### config.mk
export PLATFORM = sky130hd
export DESIGN_NAME = ahbl_i2s_tx
export DESIGN_NICKNAME = d
export VERILOG_FILES = /design/src/rtl/ahbl_i2s_tx.sv
export SDC_FILE = /design/constraint.sdc
export NUM_CORES = 1
export LEC_CHECK = 0
export BUFFER_PORTS_ARGS = -buffer_cell sky130_fd_sc_hd__buf_4
export CAP_MARGIN = 10
export CORE_MARGIN = 3
export CORE_UTILIZATION = 60
export CTS_CLUSTER_SIZE = 10
export DETAILED_ROUTE_END_ITERATION = 6
export GPL_TIMING_DRIVEN = 0
export MAX_ROUTING_LAYER = met4
export PLACE_DENSITY = 0.87
export SYNTH_ARGS = -nofsm -noshare
export SYNTH_HDL_FRONTEND = slang
export SYNTH_SLANG_ARGS = --single-unit
### constraint.sdc
create_clock -name HCLK -period 5.52 [get_ports HCLK]
set_input_delay 1.104 -clock HCLK [delete_from_list [all_inputs] [get_ports HCLK]]
set_output_delay 1.104 -clock HCLK [all_outputs]
set_load 0.05 [all_outputs]
### src/rtl/ahbl_i2s_tx.sv
// AHB-Lite slave I2S transmitter: 32-bit TX FIFO feeding a Philips-format
// I2S master (SCK/WS/SD), left slot first, with a level-threshold interrupt.
module ahbl_i2s_tx #(
  parameter int FIFO_DEPTH = 16,
  parameter int DIV_W      = 8
) (
  input  logic             HCLK,
  input  logic             HRESET,
  input  logic [31:0]      HADDR,
  input  logic [1:0]       HTRANS,
  input  logic             HWRITE,
  input  logic [2:0]       HSIZE,
  input  logic [31:0]      HWDATA,
  input  logic             HSEL,
  input  logic             HREADY,
  output logic [31:0]      HRDATA,
  output logic             HREADYOUT,
  output logic             SCK,
  output logic             WS,
  output logic             SD,
  output logic             IRQ
);

  localparam int AW = $clog2(FIFO_DEPTH);
  localparam int LW = AW + 1;

  logic [7:0]       addr_r;
  logic             write_r;
  logic             trans_r;
  logic             sel_r;

  logic             ctrl_en_r;
  logic             irq_en_r;
  logic             flush_r;
  logic [DIV_W-1:0] presc_r;
  logic [LW-1:0]    thresh_r;
  logic             unf_r;
  logic             ovf_r;
  logic             irq_r;

  logic [31:0]      mem_r [FIFO_DEPTH];
  logic [AW-1:0]    wr_ptr_r;
  logic [AW-1:0]    rd_ptr_r;
  logic [LW-1:0]    level_r;

  logic [DIV_W-1:0] presc_cnt_r;
  logic [DIV_W-1:0] presc_act_r;
  logic             sck_r;
  logic             ws_r;
  logic             sd_r;
  logic [5:0]       bit_cnt_r;
  logic [31:0]      shift_r;
  logic             started_r;

  logic             wr_s;
  logic             ctrl_wr_s;
  logic             data_wr_s;
  logic             stat_wr_s;
  logic             empty_s;
  logic             full_s;
  logic             push_s;
  logic             pop_s;
  logic             eng_off_s;
  logic             tick_s;
  logic             fall_s;
  logic [5:0]       bit_next_s;
  logic             k0_s;
  logic             k1_s;
  logic [31:0]      fifo_head_s;
  logic             unused_s;

  assign wr_s      = trans_r & sel_r & write_r;
  assign ctrl_wr_s = wr_s & (addr_r == 8'h00);
  assign data_wr_s = wr_s & (addr_r == 8'h04);
  assign stat_wr_s = wr_s & (addr_r == 8'h08);

  assign empty_s     = (level_r == {LW{1'b0}});
  assign full_s      = (level_r == LW'(FIFO_DEPTH));
  assign fifo_head_s = empty_s ? 32'd0 : mem_r[rd_ptr_r];

  // A write clearing EN stops the engine at the same edge it lands in CTRL
  assign eng_off_s  = ~ctrl_en_r | (ctrl_wr_s & ~HWDATA[0]);
  assign tick_s     = (presc_cnt_r == presc_act_r);
  assign fall_s     = ~eng_off_s & tick_s & sck_r;
  assign bit_next_s = started_r ? (bit_cnt_r + 6'd1) : 6'd0;
  assign k0_s       = (bit_next_s[4:0] == 5'd0);
  assign k1_s       = fall_s & (bit_next_s[4:0] == 5'd1);

  assign push_s = data_wr_s & ~full_s & ~flush_r;
  assign pop_s  = k1_s & ~empty_s & ~flush_r;

  assign unused_s  = ^{HSIZE, HADDR[31:8], HTRANS[0]};
  assign HREADYOUT = 1'b1;
  assign SCK       = sck_r;
  assign WS        = ws_r;
  assign SD        = sd_r;
  assign IRQ       = irq_r;

  // Address-phase capture
  always_ff @(posedge HCLK) begin
    if (HRESET) begin
      addr_r  <= 8'hFF;
      write_r <= 1'b0;
      trans_r <= 1'b0;
      sel_r   <= 1'b0;
    end else if (HREADY) begin
      addr_r  <= HADDR[7:0];
      write_r <= HWRITE;
      trans_r <= HTRANS[1];
      sel_r   <= HSEL;
    end
  end

  // Read mux from the latched address
  always_comb begin
    HRDATA = 32'hBADDBEEF;
    case (addr_r)
      8'h00:   HRDATA = {30'd0, irq_en_r, ctrl_en_r};
      8'h04:   HRDATA = 32'd0;
      8'h08:   HRDATA = {17'd0, 7'(level_r), 4'd0, ovf_r, unf_r, full_s, empty_s};
      8'h0C:   HRDATA = {{(32-DIV_W){1'b0}}, presc_r};
      8'h10:   HRDATA = {{(32-LW){1'b0}}, thresh_r};
      default: HRDATA = 32'hBADDBEEF;
    endcase
  end

  // Control/status registers, sticky flags and interrupt
  always_ff @(posedge HCLK) begin
    if (HRESET) begin
      ctrl_en_r <= 1'b0;
      irq_en_r  <= 1'b0;
      flush_r   <= 1'b0;
      presc_r   <= DIV_W'(3);
      thresh_r  <= LW'(FIFO_DEPTH / 2);
      unf_r     <= 1'b0;
      ovf_r     <= 1'b0;
      irq_r     <= 1'b0;
    end else begin
      flush_r <= ctrl_wr_s & HWDATA[2];
      if (ctrl_wr_s) begin
        ctrl_en_r <= HWDATA[0];
        irq_en_r  <= HWDATA[1];
      end
      if (wr_s && addr_r == 8'h0C) presc_r <= HWDATA[DIV_W-1:0];
      if (wr_s && addr_r == 8'h10) thresh_r <= HWDATA[LW-1:0];
      unf_r <= (k1_s & empty_s) | (unf_r & ~(stat_wr_s & HWDATA[2]));
      ovf_r <= (data_wr_s & full_s) | (ovf_r & ~(stat_wr_s & HWDATA[3]));
      irq_r <= irq_en_r & ((level_r <= thresh_r) | unf_r);
    end
  end

  // FIFO pointers and level; a pending flush overrides push and pop
  always_ff @(posedge HCLK) begin
    if (HRESET || flush_r) begin
      wr_ptr_r <= {AW{1'b0}};
      rd_ptr_r <= {AW{1'b0}};
      level_r  <= {LW{1'b0}};
    end else begin
      if (push_s) wr_ptr_r <= wr_ptr_r + AW'(1'b1);
      if (pop_s)  rd_ptr_r <= rd_ptr_r + AW'(1'b1);
      case ({push_s, pop_s})
        2'b10:   level_r <= level_r + LW'(1'b1);
        2'b01:   level_r <= level_r - LW'(1'b1);
        default: level_r <= level_r;
      endcase
    end
  end

  // FIFO storage
  always_ff @(posedge HCLK) begin
    if (push_s) mem_r[wr_ptr_r] <= HWDATA;
  end

  // I2S engine: prescaler, SCK, and per-falling-edge WS/SD update
  always_ff @(posedge HCLK) begin
    if (HRESET) begin
      presc_cnt_r <= {DIV_W{1'b0}};
      presc_act_r <= DIV_W'(3);
      sck_r       <= 1'b0;
      ws_r        <= 1'b0;
      sd_r        <= 1'b0;
      bit_cnt_r   <= 6'd0;
      shift_r     <= 32'd0;
      started_r   <= 1'b0;
    end else if (eng_off_s) begin
      presc_cnt_r <= {DIV_W{1'b0}};
      presc_act_r <= presc_r;
      sck_r       <= 1'b0;
      ws_r        <= 1'b0;
      sd_r        <= 1'b0;
      bit_cnt_r   <= 6'd0;
      shift_r     <= 32'd0;
      started_r   <= 1'b0;
    end else if (tick_s) begin
      presc_cnt_r <= {DIV_W{1'b0}};
      presc_act_r <= presc_r;
      sck_r       <= ~sck_r;
      if (sck_r) begin
        started_r <= 1'b1;
        bit_cnt_r <= bit_next_s;
        if (k1_s) begin
          shift_r <= fifo_head_s;
          sd_r    <= fifo_head_s[31];
        end else begin
          // bit 30 of the left-shifted word is next; at k=0 it is the old LSB
          sd_r    <= shift_r[30];
          shift_r <= {shift_r[30:0], 1'b0};
          if (k0_s) ws_r <= bit_next_s[5];
        end
      end
    end else begin
      presc_cnt_r <= presc_cnt_r + DIV_W'(1'b1);
    end
  end

endmodule

==> summary.md <==
| Metric | Value |
|---|---|
| Design area | `0.0280 mm²` |
| PostCTS Resize Cnt | `0` |
| Final Hold Violating Endpoints | `0` |
| # setup viols final | `0` |
| Number of cells produced by synthesis | `1323` |
| Syn avg cell area | `18.3 µm²` |
| Clock latency on the worst-skew pair | `0.61 ns` |
| Cells after DPL | `1946` |
| Worst IR Drop VDD | `0.000329 V` |
| Leak Pwr | `8.85 nW` |
| DR iter-0 viols | `1989` |
| CTS H-tree depth | `3` |
| Post-layout min period | `4.21 ns` |
| Largest net degree at the start of global routing | `24` |
| Post-Route WL | `62900 µm` |
| RSZ-0062 raised after global routing | `no` |
| Final worst slack | `1.31 ns` |
| Number of flops mapped to enable cells by yosys | `512` |
| Worst path arrival time | `4.73 ns` |
| Die W | `207 µm` |
| Clock buffers created by TritonCTS | `71` |
| Via count | `14.0k` |
| # Post-CTS Setup Buffers | `0` |
| Setup_tns | `0 ns` |
| Hold slack final | `0.487 ns` |
| Critical Path Start | `addr_r[7]` |
| CTS root buf | `clkbuf_16` |
| Final net count | `1592` |
| Synth cell count leaders | `edfxtp_1, mux4_2, dfxtp_1, nor2_1, clkbuf_1` |
| Drt drc | `0` |
| Register area share after synthesis | `72.1%` |
| Max cap viols | `0` |
| Top_reg_cell synth | `edfxtp_1` |
| TritonCTS clock tree | `built` |
| Utilization after layout | `71.4%` |
| Vias per cell | `6.79` |
| Outcome | `finished, final reports clean` |
| Worst slew pin tran | `1.21 ns` |
| DP Worst Slack | `1.42 ns` |
| Yosys reg bits | `616` |
| Leading area contributor after synthesis | `edfxtp_1` |
| Hold/Removal Path Class | `flop to flop` |
| Number of nets still failing antenna checks after routing | `0` |
| Relative slew slack | `19.0%` |
| Core area | `0.0393 mm²` |
| Ys Warns | `0` |
| Fillers | `2220` |
| Worst Setup Start Kind | `flop` |
| Die Span Y | `207 µm` |
| Maximum clock rate | `238 MHz` |
| Die area | `0.0428 mm²` |
| Initial antenna violation count | `1` |
| Row cnt | `72` |
| Initial Util | `61.7%` |
| Io pins | `111` |
| Layout area overhead | `15.7%` |
| Top-count cell post-synth | `edfxtp_1` |
| Clk sink count | `616` |
| Crit Path Max Fanout | `9` |
| Vias in the first global route | `14.5k` |
| WS Path Type | `flop to flop` |
| Worst EP required | `6.04 ns` |
| Clk slew on worst S/H paths | `0.05 ns` |
| Worst Skew | `0.0329 ns` |
| Total track usage | `31.4%` |
| Hold Buf Count CTS | `0` |
| Gpl congestion | `0.832` |
| Top-area cell type share of the netlist area | `63.5%` |
| CTS Buffer Depth | `3` |
| Port bufs | `74` |
| Post-Synthesis Cell Area | `0.0242 mm²` |
| Tot Pwr | `9.39 mW` |
| Total gr overflow | `0` |
| Power density cells | `335 mW/mm²` |
| CP Capture Type | `flop` |
| Area after DPL | `0.0260 mm²` |
| Area contributors post-synth | `edfxtp_1, mux4_2, dfxtp_1, nor2_1, a221oi_1` |
| Count of cell types in the netlist | `53` |
| Setup crit end | `level_r[4]` |
| Critical R2R Launch | `addr_r[7]` |
| Crit Reg-Reg Endpoint | `level_r[4]` |
| Share of post-route cells with drive strength above 1 | `25.6%` |
| Reg2Reg Depth | `14` |
| Final-report max-slew violation count | `0` |
| Ys async rst share | `0%` |
| Layout Cells excl Fill | `2060` |
| Reg-to-reg setup timing slack | `1.31 ns` |
| Wire length per cell | `30.6 µm` |
| Drt pass-1 iters | `5` |
| Dpl hpwl | `36400 µm` |
| Global-route wire length before repair | `93200 µm` |
| Tcrit/Tclk final | `76.2%` |
==> report_power, final <==
group | leakage, nW | internal [mW] | switching, mW
registers | 5.44 | 5.03 | 0.00500
clock network | 0.973 | 2.43 | 1.81
logic | 2.44 | 0.0330 | 0.0815
total | 8.85 | 7.49 | 1.89
==> registers in the layout, summed over array words and instances, names as in the netlist, 4 cells and up, named ones only <==
signal,cells
presc_act_r,8
bit_cnt_r,6
thresh_r,5
shift_r,31
wr_ptr_r,4
presc_cnt_r,8
presc_r,8
addr_r,8
rd_ptr_r,4
level_r,5
mem_r,512
==> layer usage <==
| layer | wire length (µm) | global-route usage [%] | vias up |
|---|---|---|---|
| li1 | - | - | 5631 |
| met1 | 21200 | 38.6 | 6999 |
| met2 | 31600 | 50.4 | 1121 |
| met3 | 6940 | 6.60 | 243 |
| met4 | 3250 | 15.2 | 0 |
| met5 | 0 | - | - |
==> final cells by class <==
class	count	area (µm²)	share of cell area, %
sequential	616	17500	62.3
multi-input combinational	607	6430	22.9
clock buffer	106	1940	6.92
timing repair buffer	102	1000	3.57
tap	518	648	2.31
buffer	94	433	1.54
clock inverter	5	87.6	0.312
inverter	11	41.3	0.147
antenna	1	2.50	0.00893
==> how the worst min path moves through the flow <==
stage	startpoint	slack (ns)	endpoint	cells past startpoint
after floorplan	thresh_r[4]	0.44	thresh_r[4]	2
after global placement	thresh_r[4]	0.45	thresh_r[4]	2
after CTS	thresh_r[4]	0.49	thresh_r[4]	2
after detailed placement	thresh_r[4]	0.46	thresh_r[4]	2
final	presc_r[6]	0.49	presc_r[6]	2
after global routing	thresh_r[1]	0.49	thresh_r[1]	2
==> layout by cell type, fill, tap and decap left out, drive strengths merged, types with 5 or more instances in the layout <==
cell and count:
xnor2 15, clkbuf 156, a21o 8, or2 5, mux4 160, nor2b 12, a221oi 31, and3 7
nand4 6, conb 7, nor2 97, inv 15, a21oi 19, buf 146, edfxtp 512, a22oi 8
nand3b 5, mux2i 15, dfxtp 104, nand2b 7, a211o 10, xor2 12, ha 15, nand2 49
nor3 14, o21ai 46, nand3 27
==> critical path: stages (launching register included) <==
cell	delay, ns
dfxtp_1	0.32
or4_4	0.59
nor4_1	0.69
nand2_1	0.32
nor2_2	0.31
inv_1	0.08
ha_1	0.23
clkbuf_1	0.22
xor2_1	0.20
ha_1	0.21
o21ai_0	0.08
and3b_1	0.19
o21a_1	0.11
or4_1	0.52
nand4_1	0.08
==> kinds of logic (layout without fill, tap and decap cells) <==
kind of cell / Yosys count / in the layout / synth area share [%]
buf+inv: 105 / 318 / 1.96
compound gates: 134 / 134 / 3.78
other cells: 2 / 8 / 0.0310
mux: 175 / 175 / 15.5
flops: 616 / 616 / 72.1
fa+ha+maj: 15 / 15 / 0.775
xor+xnor: 27 / 27 / 0.976
simple gates: 249 / 249 / 4.94
Power figures use the tool's default switching activity.
